**config.mk**
```make
export PLATFORM = sky130hd
export DESIGN_NAME = scan_chain_responder
export DESIGN_NICKNAME = d
export VERILOG_FILES = /design/src/rtl/scan_chain_responder.sv
export SDC_FILE = /design/constraint.sdc
export NUM_CORES = 1
export LEC_CHECK = 0
export CAP_MARGIN = 15
export CORE_MARGIN = 5
export CORE_UTILIZATION = 40
export CTS_BUF_LIST = sky130_fd_sc_hd__clkbuf_8
export CTS_CLUSTER_DIAMETER = 150
export CTS_CLUSTER_SIZE = 25
export DETAILED_ROUTE_END_ITERATION = 10
export HOLD_SLACK_MARGIN = 0.12
export PLACE_DENSITY = 0.87
export SLEW_MARGIN = 20
export SYNTH_ARGS = -nofsm -noshare
export SYNTH_HDL_FRONTEND = slang
export SYNTH_SLANG_ARGS = --single-unit
```
**constraint.sdc**
```tcl
create_clock -name clk -period 4.19 [get_ports clk]
set_clock_uncertainty 0.1 [all_clocks]
set_input_delay 0.838 -clock clk [delete_from_list [all_inputs] [get_ports clk]]
set_output_delay 0.838 -clock clk [all_outputs]
set_load 0.05 [all_outputs]
```
**src/rtl/scan_chain_responder.sv**
```systemverilog
// Purpose : CUT-side scan chain block; holds the circuit state as 4 parallel scan chains.
// Latency : shift/capture act on the clock edge; sdo is a direct tap of the tail flops (+1 cycle when retimed).
// Backpr. : none; the BIST controller owns scanmode timing and the block responds on every edge.
//
// Optional feature macro: SCAN_SDO_RETIME_EN
//   defined   -> sdo is registered by one extra flop per chain (reset 0, updates every cycle).
//   undefined -> sdo is a combinational tap of the tail flop of each chain.
//
// Ports:
//   clk          single clock, all state changes on the rising edge
//   rst          asynchronous active-low reset
//   bistmode     1 = scan control, 0 = functional operation
//   scanmode     under bistmode: 1 = shift, 0 = capture
//   sdi[3:0]     serial input, bit c feeds the head of chain c
//   sdo[3:0]     serial output, bit c is the tail of chain c
//   func_d       functional next-state from the CUT logic (4*CHAIN_LEN bits)
//   func_q       current state flop values (4*CHAIN_LEN bits)
//   shift_cnt    shifts since the last capture, saturating at CHAIN_LEN
//   load_ok      last capture followed a full load
//   short_load   sticky: some capture followed fewer than CHAIN_LEN shifts
//   pattern_cnt  captures in this BIST session, saturating at 65535
//
// Chain c occupies func_q[c*CHAIN_LEN +: CHAIN_LEN]; head is the low index,
// tail is the high index. A shift moves every bit one place toward the tail.

module scan_chain_responder #(
    parameter int CHAIN_LEN = 14
) (
    input  logic                   clk,
    input  logic                   rst,
    input  logic                   bistmode,
    input  logic                   scanmode,
    input  logic [3:0]             sdi,
    output logic [3:0]             sdo,
    input  logic [4*CHAIN_LEN-1:0] func_d,
    output logic [4*CHAIN_LEN-1:0] func_q,
    output logic [7:0]             shift_cnt,
    output logic                   load_ok,
    output logic                   short_load,
    output logic [15:0]            pattern_cnt
);

    localparam int         W    = 4 * CHAIN_LEN;
    localparam logic [7:0] LEN8 = 8'(CHAIN_LEN);

    // ------------------------------------------------------------------
    // Session FSM
    //   OFF  : functional operation, counters hold
    //   SCAN : shifting (also the state after the session-entry edge)
    //   CAP  : capture cycles after the first one (multi-cycle functional clocking)
    // ------------------------------------------------------------------
    typedef enum logic [1:0] {
        ST_OFF  = 2'd0,
        ST_SCAN = 2'd1,
        ST_CAP  = 2'd2
    } state_t;

    state_t state;
    state_t state_nxt;

    // Per-edge control strobes decoded from state and mode inputs.
    logic do_shift;       // data path shifts on this edge
    logic session_start;  // OFF -> SCAN edge: counters and flags restart
    logic cap_first;      // SCAN -> CAP edge: the one edge that scores a pattern

    always_ff @(posedge clk or negedge rst) begin
        if (!rst) begin
            state <= ST_OFF;
        end else begin
            state <= state_nxt;
        end
    end

    always_comb begin
        state_nxt     = state;
        do_shift      = 1'b0;
        session_start = 1'b0;
        cap_first     = 1'b0;

        if (!bistmode) begin
            // Dropping bistmode wins over everything: functional load, counters hold.
            state_nxt = ST_OFF;
        end else begin
            do_shift = scanmode;
            case (state)
                ST_OFF: begin
                    // Entry edge always lands in SCAN; the data path still acts
                    // on this edge according to scanmode.
                    state_nxt     = ST_SCAN;
                    session_start = 1'b1;
                end
                ST_SCAN: begin
                    if (!scanmode) begin
                        state_nxt = ST_CAP;
                        cap_first = 1'b1;
                    end
                end
                ST_CAP: begin
                    if (scanmode) begin
                        state_nxt = ST_SCAN;
                    end
                end
                default: begin
                    state_nxt = ST_OFF;
                end
            endcase
        end
    end

    // ------------------------------------------------------------------
    // Chain data path
    // ------------------------------------------------------------------
    logic [W-1:0] shifted;
    logic [3:0]   tail;

    for (genvar c = 0; c < 4; c++) begin : g_chain
        // Bits 0..LEN-2 of the chain move up one place; sdi enters at the head.
        assign shifted[c*CHAIN_LEN +: CHAIN_LEN] = {func_q[c*CHAIN_LEN +: CHAIN_LEN-1], sdi[c]};
        assign tail[c]                           = func_q[c*CHAIN_LEN + CHAIN_LEN - 1];
    end

    // Functional mode and every capture cycle load func_d; only shift edges shift.
    always_ff @(posedge clk or negedge rst) begin
        if (!rst) begin
            func_q <= '0;
        end else if (do_shift) begin
            func_q <= shifted;
        end else begin
            func_q <= func_d;
        end
    end

    // ------------------------------------------------------------------
    // Load tracking and pattern counting
    // ------------------------------------------------------------------
    always_ff @(posedge clk or negedge rst) begin
        if (!rst) begin
            shift_cnt   <= 8'd0;
            pattern_cnt <= 16'd0;
            load_ok     <= 1'b0;
            short_load  <= 1'b0;
        end else if (session_start) begin
            // New session: everything restarts, but a shift on the entry edge
            // is still the first shift of the first load.
            shift_cnt   <= do_shift ? 8'd1 : 8'd0;
            pattern_cnt <= 16'd0;
            load_ok     <= 1'b0;
            short_load  <= 1'b0;
        end else if (cap_first) begin
            if (pattern_cnt != 16'hFFFF) begin
                pattern_cnt <= pattern_cnt + 16'd1;
            end
            load_ok <= (shift_cnt == LEN8);
            if (shift_cnt < LEN8) begin
                short_load <= 1'b1;
            end
            shift_cnt <= 8'd0;
        end else if (do_shift && (shift_cnt < LEN8)) begin
            // Shifting past a full load keeps moving data but the count saturates.
            shift_cnt <= shift_cnt + 8'd1;
        end
    end

    // ------------------------------------------------------------------
    // Serial output
    // ------------------------------------------------------------------
`ifdef SCAN_SDO_RETIME_EN
    // Retime flop runs every cycle regardless of mode so sdo is always
    // exactly the tail value of the previous cycle.
    logic [3:0] sdo_r;

    always_ff @(posedge clk or negedge rst) begin
        if (!rst) begin
            sdo_r <= 4'd0;
        end else begin
            sdo_r <= tail;
        end
    end

    assign sdo = sdo_r;
`else
    assign sdo = tail;
`endif

endmodule

```
==> results.ini <==
[sta]
period_share=0.638
slew_headroom=0.487
finalHoldViolations=0
setup_tns_ns=0
setup_ws_ns=1.52
slew_violations=0
max_freq_mhz=374
rsz0062_at_grt=no
timing.hold.ws_ns=0.399
tightest_slew_ns=0.770
period_needed_ns=2.67
setup_viol=0

[power_and_ir_drop]
ir_drop_v=0.000177
leakagePower_nw=2.23
powerDensity_nw_per_um2=380
p_total_w=0.00202

[synth]
synthCells=263
synthXorXnorAreaFrac=0.0173
yosys_warnings=0
synth_compound_area_frac=0.0526
synth_fa_ha_area_frac=0.0134
synth_seq_cells=84
ys.flop_type=dfrtp_1
synth.area.mux_share=0.186
synthArstFlopShare=1.00
synth_fp_nets=330
yosysSeqAreaShare=0.593
synth_simple_gate_area_frac=0.114
synth_top_family_by_area=multiplexers
synth_area_um2=3550
synth_edf_count=0
syn_area_per_cell_um2=13.5
ys_types=49

[grt]
grt_pass1_vias=2869
grt_max_degree=85
grtUsageTotal=0.163
antenna_found_initial=0
grt_overflow=0
grt_pass1_wl_um=14400

[finish]
num_antenna_cells=0
drive_above_1_share=0.205
syn_to_final_growth_pct=50.0
fin_nets=478
n_fill_cell=717

[cts]
cts_setup_buffers=0
clock_sinks=84
cts-resized-gates=0
path_clk_slew_ns=0.09
postCtsHoldBufs=0
cts_buffers=9
cts_buffer_depth=2
cts_tree=built
clkLatencyLatePin_ns=0.34
cts_root_buf=clkbuf_8
cts_max_level=3

[critical_path]
cp_slowest_cell=clkdlybuf4s50_1
critical_path_arrival_ns=1.73
r2r_cells=6
cp_num_cells=1
critPathRequiredTime_ns=3.25
critPathKind=register to primary output
crit_family=buffers and inverters
path_cells=clkdlybuf4s50_1
max_stage_delay_ns=0.87
critPathLaunchType=register
crit_path_end_kind=primary output
critPathMaxFanout=9
worst-path-buf-inv=1

[run_status]
outcome=finished clean

[placement]
gp_congestion=0.804
post-dp-hpwl_um=6540
io_buffers=149
post-place-ws_ns=1.26

[routing]
route.detailed.drc=0
post_drt_wl_per_cell_um=16.7
dr.first_iter.drc_count=53
avgViaCountPerCell=5.14
final_antenna_net_count=0
vias=2690
routed_wirelength_um=8750
dr.pass1.iters=4

[floorplan]
dieWidth_um=104
coreArea_um2=8680
rows=34
die_h_um=104
start_util=0.409
die_area_um2=10800
top_level_ports=150

[worst_hold_path]
hold_class=register to register
hold_depth=1

[run]
drv_cap=0

## Yosys cell counts, types with 2 or more instances
master / instances / share of area
xor2_1: 2 / 0.0049
xnor2_1: 5 / 0.012
nor2_1: 11 / 0.012
ha_1: 3 / 0.011
o31ai_1: 5 / 0.011
and3_1: 4 / 0.0071
dfrtp_1: 84 / 0.59
nand3_1: 5 / 0.0071
inv_1: 2 / 0.0021
clkbuf_1: 2 / 0.0021
nand4_1: 7 / 0.012
a31oi_1: 2 / 0.0035
nand2_1: 17 / 0.018
buf_4: 5 / 0.011
nor4_1: 3 / 0.0053
buf_2: 5 / 0.0071
a41oi_1: 3 / 0.0074
mux2_2: 56 / 0.18
nor3_1: 3 / 0.0042
o21ai_0: 7 / 0.0099
buf_1: 2 / 0.0021
mux2i_1: 3 / 0.0085
## path summary, 6_finish.rpt
kind / from / end / slack [ns]
max: pattern_cnt[2]$_DFFE_PN0P_ / pattern_cnt[2] / 1.52
min: func_q[43]$_DFF_PN0_ / func_q[44]$_DFF_PN0_ / 0.40
max reg2reg: pattern_cnt[0]$_DFFE_PN0P_ / pattern_cnt[3]$_DFFE_PN0P_ / 2.15
min reg2reg: func_q[43]$_DFF_PN0_ / func_q[44]$_DFF_PN0_ / 0.40
max in group asynchronous: rst / func_q[26]$_DFF_PN0_ / 3.01
min in group asynchronous: rst / func_q[10]$_DFF_PN0_ / 0.43
## stage by stage
| step | instances | util | cell area (um^2) |
|---|---|---|---|
| after global placement | 508 | 0.589 | 5110 |
| after floorplan | 263 | - | 3550 |
| after global routing | 523 | 0.613 | 5320 |
| after CTS | 523 | 0.612 | 5320 |
| final | 523 | 0.613 | 5320 |
| after detailed placement | 508 | 0.589 | 5110 |
## layer usage
layer / up-vias / GRT usage / part of all wire
met1: 1330 / 0.181 / 0.38
li1: 1244 / - / -
met5: - / 0 / 0
met2: 105 / 0.280 / 0.52
met3: 11 / 0.0683 / 0.086
met4: 0 / 0.0564 / 0.013
## registers in the layout (all words and copies together), names as in the netlist
register / cells
pattern_cnt: 16
load_ok: 1
func_q: 56
short_load: 1
state: 2
shift_cnt: 8
## final cells by class
type	instances	area (um^2)	share of cell area
Inverter	2	7.51	0.00141
Sequential cell	84	2100	0.395
Clock buffer	9	124	0.0233
Tap cell	108	135	0.0254
Timing Repair Buffer	151	1510	0.283
Multi-Input combinational cell	163	1360	0.256
Clock inverter	6	81.3	0.0153
## report_power, final
group / internal (W) / total, W / switching (W)
logic: 0.000204 / 0.000507 / 0.000304
clock network: 0.000329 / 0.000611 / 0.000282
registers: 0.000865 / 0.000905 / 0.0000396
total: 0.00140 / 0.00202 / 0.000625
## cells in the final DEF, fill, tap and decap left out, types with 4 or more instances in the layout
cell,count
o21ai_0,7
o31ai_1,5
clkbuf_8,9
nand4_1,7
nand3_1,5
nor2_1,11
xnor2_1,5
nand2_1,16
and3_1,4
dfrtp_1,84
mux2_2,56
clkdlybuf4s50_1,148
## cells by family after synthesis
kind of cell    after synthesis
mux                          59
compound gates               27
fa+ha+maj                     4
buf+inv                      16
xor+xnor                      7
simple gates                 66
flops                        84
Power figures use the tool's default switching activity.
==> RTL change (same settings) <==
The option `SCAN_SDO_RETIME_EN` is turned on by a define.
--- a/src/rtl/scan_chain_responder.sv
+++ b/src/rtl/scan_chain_responder.sv
@@ -22,6 +22,8 @@
 //
 // Chain c occupies func_q[c*CHAIN_LEN +: CHAIN_LEN]; head is the low index,
 // tail is the high index. A shift moves every bit one place toward the tail.
+
+`define SCAN_SDO_RETIME_EN
 
 module scan_chain_responder #(
     parameter int CHAIN_LEN = 14
Check against the original RTL: not equivalent (a bounded check fails within 4 cycles, from zero or initial values and one cycle with rst low).
==> RTL change against the original RTL <==
Cell area grew 4.2%. Setup slack lost 35 ps. Fmax down 1.3%. Core utilization decreased by 1.0 points. Wire length grew 13%. Sequential share of layout area grew 0.23 points. Register-to-register slack worse by 400 ps. Area after synthesis grew 5.5%. Sequential cell count rose by 4. Power rose by 9.6%. Critical endpoint is now func_q[40]$_DFF_PN0_. Largest cell class unchanged.
==> RTL change: results (changes against the original RTL) <==
[logic_synthesis]
synthTopCellsByArea = dfrtp_1 59%, mux2_1 12%, mux2_2 5.1%, nand3_1 1.7%, and2_1 1.5%
synthAdderAreaFrac_pct = 1.27  ; -0.070 points
yosysSeqAreaShare_pct = 58.9  ; -0.42 points
yosys-top-cells-count = 88 x dfrtp_1, 39 x mux2_1, 17 x mux2_2, 15 x nor2_1, 13 x nand3_1
synth_compound_area_share_pct = 7.32  ; +2.1 points
synth_cell_types = 48  ; -2.0%
synth_xor_area_share_pct = 0.702  ; -1.0 points
synth_fp_nets = 358  ; +8.5%
synth.mux.area_fraction_pct = 17.4  ; -1.2 points

[pwr]
total_leakage_power_uw = 0.00227  ; +1.8%
p_clk_uw = 618  ; +1%
peakVddDrop_mv = 0.190  ; +7.5%
pg_seq_uw = 992  ; +9.6%
switching_share_pct = 34.0  ; +3.0 points

[clock_network]
cts.sinks = 88  ; +4.8%
cts-root-buf = clkbuf_8

[hold_path]
whs_path_depth = 0  ; -1
worst_hold_path.endpoint = sdo[2]$_DFF_PN0_
min-delay-start = func_q[41]$_DFF_PN0_

[worst_setup_path]
cp_max_fo = 32  ; +23
crit_arrival_ps = 2840  ; +1110 ps
r2r_setup_slack_ps = 1750  ; -400 ps
reg2reg_depth = 5  ; -1
r2r_start = pattern_cnt[1]$_DFFE_PN0P_

[routing]
wl_met1_um = 3690  ; +11%
wl_met3_um = 1060  ; +40%
highest_layer = met4
wirelength_um = 9930  ; +13%
wl_met2_um = 5110  ; +12%
wl_per_cell_um = 17.9  ; +6.7%

[timing]
slew_headroom_pct = 47.4  ; -1.3 points
holdWs_ps = 287  ; -112 ps
fin_crit_sh_pct = 64.6  ; +0.84 points
finalSetupViolCount = 0  ; unchanged

[layout]
drive_above_1_share_pct = 9.44  ; -11 points
nNetsFinal = 507  ; +6.1%
nFillCells = 760  ; +6.0%

[global_routing]
grtUsageMet3_pct = 8.37  ; +1.5 points
grt_use_met1_pct = 19.3  ; +1.2 points
grt_max_degree = 89  ; +4.7%
grt_pass1_wl_um = 16100  ; +12%
grt_use_met2_pct = 31.9  ; +4.0 points
grt_usage_pct = 17.9  ; +1.6 points

[placement]
post_dp_cell_area_um2 = 5320  ; +4.1%
pre_cts_slack_ps = 1110  ; -150 ps
placedCellCount = 540  ; +6.3%
dpl.hpwl_um = 7360  ; +13%

[status]
status = finished, final reports clean

RTL change: worst max path at each step:
stage / start / end / depth (start not counted)
6_report: scanmode / func_q[40]$_DFF_PN0_ / 4
5_1_grt: scanmode / func_q[29]$_DFF_PN0_ / 4
4_1_cts: scanmode / func_q[40]$_DFF_PN0_ / 4
3_5_place_dp: scanmode / func_q[37]$_DFF_PN0_ / 4
3_3_place_gp: scanmode / func_q[40]$_DFF_PN0_ / 4
2_1_floorplan: pattern_cnt[1]$_DFFE_PN0P_ / pattern_cnt[7]$_DFFE_PN0P_ / 7
RTL change: area by class of cell:
cell class,count,area share (%)
Timing Repair Buffer,152,27.3
Sequential cell,88,39.7
Clock inverter,5,1.15
Inverter,6,0.407
Clock buffer,11,2.73
Multi-Input combinational cell,183,26.1
Tap cell,111,2.51
RTL change: worst max-delay path: stages:
cell	delay, ps
clkdlybuf4s50_1	620
and2_2	510
buf_4	460
mux2_2	390
